File: src/rtl/ddr_pkg.sv
// Shared DDR4 controller types: write descriptor layout and protocol constants.
package ddr_pkg;

    localparam int BL8       = 8;
    localparam int BL4       = 4;
    localparam int CWL_MIN   = 9;
    localparam int WR_DATA_W = 64;

    typedef struct packed {
        logic [3:0]           burst_length;
        logic [1:0]           preamable;
        logic [WR_DATA_W-1:0] wr_data;
    } wr_data_type;

endpackage

File: src/rtl/wr_payload_fifo.sv
// Circular payload queue; the caller guarantees no push when full without a pop
// and no pop when empty.
module wr_payload_fifo
    import ddr_pkg::*;
#(
    parameter int  DEPTH   = 4,
    parameter type entry_t = wr_data_type
) (
    input  logic                   clk_sys,
    input  logic                   reset,
    input  logic                   push,
    input  entry_t                 push_data,
    input  logic                   pop,
    output entry_t                 head,
    output logic [$clog2(DEPTH):0] count,
    output logic                   full,
    output logic                   empty
);

    localparam int AW = $clog2(DEPTH);
    localparam logic [AW:0] FULL_CNT = (AW+1)'(DEPTH);

    entry_t        mem [DEPTH];
    logic [AW-1:0] head_q;
    logic [AW-1:0] tail_q;

    always_ff @(posedge clk_sys) begin
        if (reset) begin
            head_q <= '0;
            tail_q <= '0;
            count  <= '0;
        end else begin
            if (push) tail_q <= tail_q + AW'(1);
            if (pop)  head_q <= head_q + AW'(1);
            case ({push, pop})
                2'b10:   count <= count + (AW+1)'(1);
                2'b01:   count <= count - (AW+1)'(1);
                default: ;
            endcase
        end
    end

    // Storage carries no reset; head/tail reset makes stale contents unreachable.
    always_ff @(posedge clk_sys) begin
        if (push) mem[tail_q] <= push_data;
    end

    assign head  = mem[head_q];
    assign full  = (count == FULL_CNT);
    assign empty = (count == '0);

endmodule

File: src/rtl/ctrl_wr_sched.sv
// Write-data scheduler: binds queued payloads to WR commands and strobes each
// descriptor to the pin driver cwl - wr_pre cycles after its command.
module ctrl_wr_sched
    import ddr_pkg::*;
#(
    parameter int DEPTH   = 4,
    parameter int DATA_W  = 64,
    parameter int CWL_MAX = 20
) (
    input  logic                   CK_t,
    input  logic                   reset,
    input  logic                   wr_req,
    input  logic [3:0]             wr_bl,
    input  logic [1:0]             wr_pre,
    input  logic [DATA_W-1:0]      wr_data,
    output logic                   req_rdy,
    input  logic                   wr_cmd,
    input  logic [4:0]             cwl,
    output logic                   wr_rdy,
    output logic [3:0]             out_bl,
    output logic [1:0]             out_pre,
    output logic [DATA_W-1:0]      out_data,
    output logic [$clog2(DEPTH):0] count,
    output logic                   cmd_err,
    output logic                   ovf
);

    localparam int CW = $clog2(DEPTH) + 1;

    logic [CWL_MAX-1:0] tokens_q;
    logic [CWL_MAX-1:0] tokens_ins;
    logic [CW-1:0]      unbound_q;
    logic [4:0]         delay;
    logic               launch;
    logic               push_ok;
    logic               sched;
    logic               full;
    logic               empty;
    logic               wr_rdy_q;
    logic               cmd_err_q;
    logic               ovf_q;
    wr_data_type        push_ent;
    wr_data_type        head_ent;
    wr_data_type        out_q;

    // A pop this cycle frees a slot, so a full queue can still accept a push.
    assign launch   = tokens_q[0];
    assign req_rdy  = !full || launch;
    assign push_ok  = wr_req && req_rdy;
    assign sched    = wr_cmd && (unbound_q != '0);
    assign delay    = cwl - {3'b000, wr_pre} - 5'd1;
    assign push_ent = '{burst_length: wr_bl, preamable: wr_pre, wr_data: wr_data};

    always_comb begin
        tokens_ins = '0;
        if (sched) tokens_ins[delay] = 1'b1;
    end

    always_ff @(posedge CK_t) begin
        if (reset) begin
            tokens_q  <= '0;
            unbound_q <= '0;
            wr_rdy_q  <= 1'b0;
            cmd_err_q <= 1'b0;
            ovf_q     <= 1'b0;
            out_q     <= '0;
        end else begin
            tokens_q  <= (tokens_q >> 1) | tokens_ins;
            wr_rdy_q  <= launch;
            cmd_err_q <= wr_cmd && (unbound_q == '0);
            if (launch)             out_q <= head_ent;
            if (wr_req && !req_rdy) ovf_q <= 1'b1;
            case ({push_ok, sched})
                2'b10:   unbound_q <= unbound_q + CW'(1);
                2'b01:   unbound_q <= unbound_q - CW'(1);
                default: ;
            endcase
        end
    end

    // Tokens exist only for bound entries, so a launch always finds a head.
    always @(posedge CK_t) begin
        if (!reset && launch) assert (!empty);
    end

    wr_payload_fifo #(
        .DEPTH   (DEPTH),
        .entry_t (wr_data_type)
    ) u_fifo (
        .clk_sys   (CK_t),
        .reset     (reset),
        .push      (push_ok),
        .push_data (push_ent),
        .pop       (launch),
        .head      (head_ent),
        .count     (count),
        .full      (full),
        .empty     (empty)
    );

    assign wr_rdy   = wr_rdy_q;
    assign cmd_err  = cmd_err_q;
    assign ovf      = ovf_q;
    assign out_bl   = out_q.burst_length;
    assign out_pre  = out_q.preamable;
    assign out_data = out_q.wr_data;

endmodule

File: config.mk
export PLATFORM = sky130hd
export DESIGN_NAME = ctrl_wr_sched
export DESIGN_NICKNAME = d
export VERILOG_FILES = /design/src/rtl/ddr_pkg.sv /design/src/rtl/wr_payload_fifo.sv /design/src/rtl/ctrl_wr_sched.sv
export SDC_FILE = /design/constraint.sdc
export NUM_CORES = 1
export LEC_CHECK = 0
export CAP_MARGIN = 40
export CORE_UTILIZATION = 35
export CTS_CLUSTER_DIAMETER = 150
export CTS_CLUSTER_SIZE = 24
export DETAILED_ROUTE_END_ITERATION = 12
export PLACE_DENSITY_LB_ADDON = 0.3
export SYNTH_ARGS = -nofsm -noshare
export SYNTH_HDL_FRONTEND = slang
export SYNTH_SLANG_ARGS = --single-unit
File: constraint.sdc
create_clock -name CK_t -period 5.54 [get_ports CK_t]
set_input_delay 1.108 -clock CK_t [delete_from_list [all_inputs] [get_ports CK_t]]
set_output_delay 1.108 -clock CK_t [all_outputs]
set_load 0.01 [all_outputs]
Yosys cells after proc, flatten, opt, wreduce, memory -nomap -nowiden
Memory sizes are Yosys's and may differ from the RTL's. A register that Yosys moved wholly into a read port is not among the register bits.
Cells that the tools add are included.
W data, S select, Z words.
{ "op_classes": {"addsub": 8, "muxes": 7, "bitwise_logic": 1, "n_lt_le_gt_ge": 2, "reduce_logical": 12, "n_eq_ne": 5} }
{ "op_table": {"columns": ["cell", "n"], "rows": [
  ["$mux W20", 1],
  ["$or A19 B20 Y20", 1],
  ["$pmux W3 S2", 2],
  ["$add A3 B1 Y3 const B", 2],
  ["$lt A5 B6 Y1 const B", 1],
  ["$sub A3 B1 Y3 const B", 2],
  ["$demux W1 S5", 1],
  ["$ge A5 B1 Y1 const B", 1],
  ["$logic_and A1 B1 Y1", 5],
  ["$sub A5 B1 Y5 const B", 1],
  ["$sub A5 B2 Y5", 1],
  ["$add A2 B1 Y2 const B", 2],
  ["$eq A2 B1 Y1 const B", 2],
  ["$eq A2 B2 Y1 const B", 2],
  ["$reduce_bool A2 Y1", 2],
  ["$eq A3 B3 Y1 const B", 1],
  ["$logic_not A3 Y1", 1],
  ["$mux W1", 3],
  ["$reduce_bool A3 Y1", 1],
  ["$logic_not A1 Y1", 2],
  ["$logic_or A1 B1 Y1", 1]
]} }
{ "totals": {"ram_bits": 280, "reg_bits": 33, "inputBits": 79, "memories": 1} }
{ "mem_list": {"columns": ["name", "depth", "width", "rd", "rd_ports_with_merged_regs", "write_ports", "line_no", "text"], "rows": [
  ["u_fifo.mem", 4, 70, 1, 1, 1, "wr_payload_fifo.sv:23", "entry_t mem [DEPTH];"]
]} }

Depth between registers and ports, before layout
Gate-level depths: netlist of run 1.
{ "logic_depth": {"ltp_word": 8, "mapped_depth": 10, "mapped_depth_nobuf": 10} }

Modules after synthesis
From an unflattened synthesis of run 1, not the netlist that was laid out.
{ "unflattened": {"cells_unflattened": 766, "hier_area_um2": 14223.6} }
{ "modules_own_cells": {"columns": ["module", "area_each_um2", "instances", "cells_per_inst"], "rows": [
  ["wr_payload_fifo", 10608.9, 1, 413],
  ["ctrl_wr_sched", 3614.7, 1, 353]
]} }

Worst setup path after synthesis of run 1
OpenSTA, ideal clock, no wires.
{ "synth_timing": {"path_kind": "input port to flip-flop", "start": "input wr_req", "end": "memory u_fifo.mem[0][0] (netlist bit), enable pin", "cell_stages": 1, "arrival_ns": 2.787, "path_buffers": 0, "required_ns": 5.104, "setup_slack_ns": 2.316, "path_cell_list": "and3_1"} }
{ "synth_between": {"elab_chain_len": 3} }
{ "synth_lines": {"columns": ["element", "line_no", "text"], "rows": [
  ["from (decl)", "ctrl_wr_sched.sv:12", "input logic wr_req,"],
  ["$logic_and A1 B1 Y1", "ctrl_wr_sched.sv:49", "assign push_ok = wr_req && req_rdy;"],
  ["$mux W1", "wr_payload_fifo.sv:45", "if (push) mem[tail_q] <= push_data;"],
  ["$mux W1 (not written as such)", "wr_payload_fifo.sv:45", null],
  ["to (decl)", "wr_payload_fifo.sv:23", null]
]} }
Every way passes these cells.

Worst setup path after layout of run 1
{ "layout_timing": {"start": "register tokens_q[0]", "end": "output req_rdy"} }
{ "layout_between": {"elab_chain_len": 1} }
{ "layout_lines": {"columns": ["element", "line_no", "text"], "rows": [
  ["from (decl)", "ctrl_wr_sched.sv:30", "logic [CWL_MAX-1:0] tokens_q;"],
  ["from (signal assigned)", "ctrl_wr_sched.sv:68", "tokens_q <= (tokens_q >> 1) | tokens_ins;"],
  ["$logic_or A1 B1 Y1", "ctrl_wr_sched.sv:48", "assign req_rdy = !full || launch;"],
  ["to (decl)", "ctrl_wr_sched.sv:16", "output logic req_rdy,"]
]} }
Every way passes these cells.

==> summary.md, run 1 <==
| Metric | Value |
|---|---|
| Status | `finished, final reports clean` |
| Storage cell area | `~10000 µm²` |
| WHS | `between 0.4 and 0.5 ns` |
| Nets | `around 1000` |
| Max Fclk | `around 320 MHz` |
| Syn nets | `around 850` |
| DR iter-0 viols | `roughly 370` |
| CP bufs+invs | `2` |
| Met2 Track Usage GR | `22.2%` |
| Leak pwr | `5.19 nW` |
| Final Max Tran Viols | `0` |
| Critical path's top delay family | `buffers and inverters` |
| Worst Tran Pin Value | `a little under 0.8 ns` |
| Mapped cell area | `between 10000 and 15000 µm²` |
| Slew headroom | `47.9%` |
| Top-area cell type share of the netlist area | `between 50% and 60%` |
| Reg-to-Reg Start | `tokens_q[0]` |
| DRT Wirelength | `roughly 29 mm` |
| Required @ worst endpoint | `between 4 and 5 ns` |
| Die Height | `a little over 200 µm` |
| Starting Density | `between 30% and 40%` |
| Yosys reg bits | `between 300 and 400` |
| ANT nets after route | `0` |
| Avg Cell Area, Syn | `between 15 and 20 µm²` |
| Clk_skew | `0.0139 ns` |
| Critical path type | `reg -> out` |
| Ys Warns | `0` |
| Area Growth Syn to Fin | `19.3%` |
| # Max-Cap Violations | `0` |
| H-tree depth | `1` |
| Grt ovf | `0` |
| Routed wire per std cell | `19.8 µm` |
| Clk root buf | `clkbuf_16` |
| Core ar. | `a little under 40000 µm²` |
| Post-DP HPWL | `approximately 18 mm` |
| Unique cell type count in the Yosys netlist | `34` |
| Cell accounting for the most synthesized area | `edfxtp_1` |
| Seq/Total Area, Yosys | `roughly 74%` |
| GRT busiest layer | `met2` |
| Most common cell after layout, fill and taps aside | `edfxtp_1` |
| CTS clock-pin slew for the worst setup and hold paths | `roughly 0.09 ns` |
| Power per cell area | `307 nW/µm²` |
| Worst Hold Depth | `2` |
| Die Width | `203 µm` |
| Met1 usage | `about a fifth` |
| CTS hold repair buffers | `0` |
| DRC violations left | `0` |
| Crit path arrival time | `2.05 ns` |
| Port Buf Inserts | `about 160` |
| Num CTS Buffers | `19` |
| Filler cells | `3531` |
| Synth top area cells | `edfxtp_1, dfxtp_1, mux4_2, mux2i_1, nor2_1` |
| Cell count after synthesis | `~760` |
| # IOs | `approximately 160` |
| Worst vdd ir | `about 0.18 mV` |
| Post-CTS Resized | `0` |
| Share of layout cells above drive strength 1 | `12.1%` |
| R2r worst-path depth | `10` |
| Global-route wire length before repair | `between 40 and 50 mm` |
| Highest-delay cell along the critical path | `clkdlybuf4s50_1` |
| Vias per inst | `~4.7` |
| Hold Path Class | `reg -> reg` |
| Endpoint class of the critical path | `output port` |
| WHS Endpoint | `tokens_q[0]` |
| Fin. Hold Viols | `0` |
| Flop-to-flop setup slack | `about 2.9 ns` |
| Initial antenna violation count | `0` |
| Commonest cells after routing, fill and taps aside | `edfxtp_1, clkdlybuf4s50_1, dfxtp_1, nor2_1, mux2i_1` |
| Reg2Reg Capture Point | `unbound_q[2]` |
| Clock Latency Late Sink | `between 0.5 and 0.6 ns` |
| Max incr delay on CP | `0.52 ns` |
| Die footprint | `41200 µm²` |
| TritonCTS clock tree | `built` |
| Rows | `73` |
| Hold Crit Start | `tokens_q[1]` |
| Number of global-route vias before repair | `6972` |
| Placer Congestion | `0.728` |
| Clk buf depth | `3` |
| Setup violators final | `0` |
| Largest net degree at the start of global routing | `55` |
| Via count | `between 6000 and 7000` |
| Setup TNS | `0 ns` |
| Fin crit period | `roughly 3.2 ns` |
| Worst-path cell chain | `nor4b_2 -> inv_1 -> clkdlybuf4s50_1` |
| RSZ-0062 raised after global routing | `no` |
| Met3 GRT Util | `between 2 and 2.5%` |
| Post-CTS Setup Bufs | `0` |
| GRT Total Usage | `between 10% and 20%` |
| Sink Count | `383` |
| DRT Pass-1 Iters | `4` |
| Period utilization | `57.1%` |
| Multi-input logic area | `roughly 3300 µm²` |
| # diodes | `0` |
| CP Launch Type | `register` |
| CP Max Fanout | `18` |
power breakdown:
part | internal (mW) | leakage (nW) | total, mW | switching, mW
logic | 0.195 | 1.53 | 0.415 | 0.220
clock network | 0.656 | 0.251 | 1.51 | 0.856
registers | 3.21 | 3.40 | 3.25 | 0.0392
per-layer routing:
metal | vias up | part of all wire [%]
met5 | - | 0
met1 | 3502 | 47
met3 | 24 | 4.6
li1 | 3206 | -
met4 | 0 | 1.1
met2 | 152 | 47
through the flow:
| step | std cells | instance area (µm²) | power, mW | setup slack (ns) | util, % |
|---|---|---|---|---|---|
| after floorplan | 758 | 14100 | 3.54 | 2.32 | - |
| after global routing | 1451 | 16800 | 5.39 | 2.23 | 42.4 |
| final | 1451 | 16800 | 5.17 | 2.38 | 42.4 |
| after CTS | 1451 | 16800 | 5.25 | 2.33 | 42.4 |
| after detailed placement | 1418 | 16300 | 3.74 | 2.14 | 41.1 |
| after global placement | 1411 | 16100 | 3.71 | 2.15 | 40.6 |
synthesized netlist by cell type:
cell type and n:
mux4_1 2, inv_1 34, o32a_1 1, mux4_2 68
buf_6 1, a31oi_1 3, nand4bb_1 2, fa_1 3
nand2b_1 2, and3_1 4, nor2b_1 2, buf_12 7
xnor2_1 3, dfxtp_1 103, nor4b_2 1, or3_1 4
a21oi_1 8, o21ai_0 2, nor2_1 85, buf_2 9
nor3b_1 2, nand4_1 1, mux2i_1 72, nand2_1 3
buf_4 6, a21oi_2 1, nor3_1 2, o22ai_1 19
and2_1 2, clkbuf_1 12, ha_1 8, nand4b_1 1
xor2_1 5, edfxtp_1 280
tightest hold or removal path: stages, from the launching register on:
cell and delay [ns]:
dfxtp_1 0.31, inv_1 0.04, o22ai_1 0.07
cell type report:
type	count	area share (%)
Sequential cell	383	62.2
Clock buffer	33	3.13
Timing Repair Buffer	170	10.7
Multi-Input combinational cell	306	19.3
Tap cell	525	3.90
Inverter	34	0.758
cell families after synthesis:
| family | after synthesis | share of synthesized area [%] |
|---|---|---|
| AOI/OAI and AO/OA | 34 | 1.46 |
| xor gates and xnor gates | 8 | 0.496 |
| adders and majority gates | 11 | 1.13 |
| buffers and inverters | 69 | 2.93 |
| DFF | 383 | 74.1 |
| muxes | 142 | 16.3 |
| and+or+nand+nor | 111 | 3.51 |
flip-flops by register name, indices dropped and copies added (netlist names):
register / cells
u_fifo.mem: 280
out_data: 64
tokens_q: 20
out_bl: 4
u_fifo.count: 3
unbound_q: 3
out_pre: 2
u_fifo.head_q: 2
u_fifo.tail_q: 2
cmd_err: 1
ovf: 1
wr_rdy: 1
how the worst max path moves through the flow:
stage,startpoint,endpoint,slack (ns),depth (start not counted)
2_1_floorplan,wr_req,u_fifo.mem[0][0],2.32,1
3_3_place_gp,wr_req,u_fifo.mem[2][67],2.15,3
3_5_place_dp,wr_req,u_fifo.mem[3][11],2.14,3
4_1_cts,tokens_q[0],req_rdy,2.33,3
5_1_grt,tokens_q[0],req_rdy,2.23,3
6_report,tokens_q[0],req_rdy,2.38,3
Power figures use the tool's default switching activity.
==> inputs of run 2 (changes only) <==
clock period = 3.3 ns   (was 5.54 ns; I/O delays follow)
==> run 2 against run 1 <==
Against the previous run: flip-flop and latch count is the same; power grew 68%; worst setup slack lost 1.7 ns; final cell count shrank 0.14%; worst hold slack lost 0.0051 ns; sequential power grew 67%; via count shrank 0.25%; die area is the same; critical path type unchanged; clock power grew 70%; register-to-register slack lost 2.1 ns; cell area is essentially flat.
==> summary.md, run 2 (synthesis gave the netlist of run 1 again) <==
| Metric | Value |
|---|---|
| Rows | `73 (unchanged)` |
| Sink Count | `383 (unchanged)` |
| WHS Endpoint | `tokens_q[0]` |
| Global-route wire length before repair | `42.8 mm (-1.9%)` |
| DR iter-0 viols | `310 (-15%)` |
| Core ar. | `39700 µm² (unchanged)` |
| Placed inst area | `16300 µm² (-0.14%)` |
| Crit path arrival time | `1.91 ns (-0.14 ns)` |
| Largest net degree at the start of global routing | `71 (+29%)` |
| Share of layout cells above drive strength 1 | `12.0% (-0.082 points)` |
| Final Max Tran Viols | `0 (unchanged)` |
| Die Height | `203 µm (unchanged)` |
| DRT Wirelength | `28.0 mm (-2.2%)` |
| Most common cell after layout, fill and taps aside | `edfxtp_1` |
| Num CTS Buffers | `19 (unchanged)` |
| CP Launch Type | `register` |
| Leak pwr | `5.17 nW (-0.29%)` |
| Endpoint class of the critical path | `output port` |
| Fin crit period | `2.57 ns` |
| Worst Hold Depth | `2 (unchanged)` |
| Die footprint | `41200 µm² (unchanged)` |
| Clock Latency Late Sink | `0.53 ns (about the same)` |
| Placer Congestion | `0.755 (+3.8%)` |
| Grt ovf | `0 (unchanged)` |
| Tot Pwr | `8.69 mW (+68%)` |
| Worst Tran Pin Value | `0.613 ns (-0.168 ns)` |
| RSZ-0062 raised after global routing | `no` |
| CP bufs+invs | `2 (unchanged)` |
| Post-DP HPWL | `15.7 mm (-14%)` |
| Highest-delay cell along the critical path | `clkdlybuf4s50_1` |
| # IOs | `156 (unchanged)` |
| Worst-path cell chain | `nor4b_2 -> inv_1 -> clkdlybuf4s50_1` |
| Setup TNS | `0 ns (unchanged)` |
| Period utilization | `approximately 78%` |
| Required @ worst endpoint | `2.64 ns (-1.79 ns)` |
| Hold Path Class | `reg -> reg` |
| Post-CTS Setup Bufs | `0 (unchanged)` |
| CTS hold repair buffers | `0 (unchanged)` |
| Hold Crit Start | `tokens_q[1]` |
| Via count | `6867 (-0.25%)` |
| CTS clock-pin slew for the worst setup and hold paths | `0.10 ns (about the same)` |
| Commonest cells after routing, fill and taps aside | `edfxtp_1, clkdlybuf4s50_1, dfxtp_1, nor2_1, mux2i_1` |
| DRC violations left | `0 (unchanged)` |
| Die Width | `203 µm (unchanged)` |
| Nets | `1001 (-0.30%)` |
| Clk buf depth | `3 (unchanged)` |
| Area Growth Syn to Fin | `19.2% (about the same)` |
| ANT nets after route | `0 (unchanged)` |
| Reg2Reg Capture Point | `u_fifo.count[2]` |
| Critical path's top delay family | `buffers and inverters` |
| Clk root buf | `clkbuf_16` |
| GRT Total Usage | `13.6% (-0.37 points)` |
| Clk_skew | `0.0136 ns (-0.000264 ns)` |
| Power per cell area | `516 nW/µm² (+68%)` |
| Reg-to-Reg Start | `tokens_q[0]` |
| Number of global-route vias before repair | `7089 (+1.7%)` |
| Design Area, Final | `16800 µm² (about the same)` |
| Largest reg by FF count | `u_fifo.mem` |
| R2r worst-path depth | `10 (unchanged)` |
| DRT Pass-1 Iters | `6 (+2)` |
| Status | `finished, final reports clean` |
| WHS | `0.448 ns (-0.00511 ns)` |
| Flop-to-flop setup slack | `0.82 ns (-2.08 ns)` |
| Worst vdd ir | `0.345 mV (+96%)` |
| Max incr delay on CP | `0.51 ns (about the same)` |
| Fin. Hold Viols | `0 (unchanged)` |
| Setup violators final | `0 (unchanged)` |
| # Max-Cap Violations | `0 (unchanged)` |
| Post-CTS Resized | `0 (unchanged)` |
| # diodes | `0 (unchanged)` |
| CP Max Fanout | `7 (-11)` |
| H-tree depth | `1 (unchanged)` |
| Routed wire per std cell | `19.4 µm (-2.1%)` |
| Vias per inst | `4.74 (-0.11%)` |
| Max reg flops | `280 (unchanged)` |
| Initial antenna violation count | `1 (+1)` |
| Max Fclk | `389 MHz` |
| Slew headroom | `59.1% (+11 points)` |
| TritonCTS clock tree | `built` |
| Critical path type | `reg -> out` |
| Port Buf Inserts | `155 (unchanged)` |
| Starting Density | `35.5% (unchanged)` |
==> run 2: cell count changes in the layout (fill, tap and decap cells not counted) <==
cell / before / now
clkbuf_1: 14 / 13
clkbuf_2: 0 / 1
buf_12: 1 / 9
inv_6: 0 / 1
buf_16: 6 / 1
buf_4: 9 / 3
==> run 2: final cells by class <==
| cell class | count | area [µm²] |
|---|---|---|
| inverter | 34 | 128 |
| sequential | 383 | 10500 |
| timing repair buffer | 167 | 1770 |
| tap | 525 | 657 |
| clock buffer | 33 | 529 |
| fill | 3567 | 22900 |
| clock inverter | 1 | 8.76 |
| multi-input combinational | 306 | 3260 |
==> run 2: worst reg2reg max path, cell delays in order (launching register included) <==
cell and delay [ns]:
dfxtp_4 0.37, nor4b_2 0.32, inv_1 0.18, and2_1 0.23, inv_1 0.08, ha_1 0.18
inv_1 0.06, fa_1 0.38, xor2_1 0.16, or3_1 0.30, a21oi_1 0.14
==> run 2: worst max-delay path by stage <==
stage,from,to,slack [ns],cells after the start
after global routing,tokens_q[0],req_rdy,0.56,3
after global placement,wr_req,unbound_q[2],0.54,9
after CTS,tokens_q[0],req_rdy,0.67,3
after floorplan,u_fifo.count[2],u_fifo.mem[0][0],0.48,3
final,tokens_q[0],req_rdy,0.73,3
after detailed placement,wr_req,u_fifo.count[2],0.49,9
==> run 2: power breakdown <==
part | total, mW | internal [mW] | switching, mW
clock network | 2.57 | 1.11 | 1.46
registers | 5.44 | 5.38 | 0.0603
logic | 0.684 | 0.325 | 0.359
==> run 2: through the flow <==
| step | utilization, % | cells | setup WS (ns) |
|---|---|---|---|
| after global routing | 42.4 | 1449 | 0.556 |
| final | 42.4 | 1449 | 0.727 |
| after floorplan | - | 758 | 0.477 |
| after detailed placement | 41.0 | 1415 | 0.492 |
| after CTS | 42.4 | 1449 | 0.672 |
| after global placement | 40.9 | 1414 | 0.540 |
==> run 2: per-layer routing <==
metal / track usage (%) / up-vias / share of wire (%)
met1: 19.0 / 3522 / 47
li1: - / 3203 / -
met4: 2.47 / 2 / 1.2
met5: 0 / - / 0.046
met3: 2.68 / 28 / 4.5
met2: 22.1 / 112 / 47
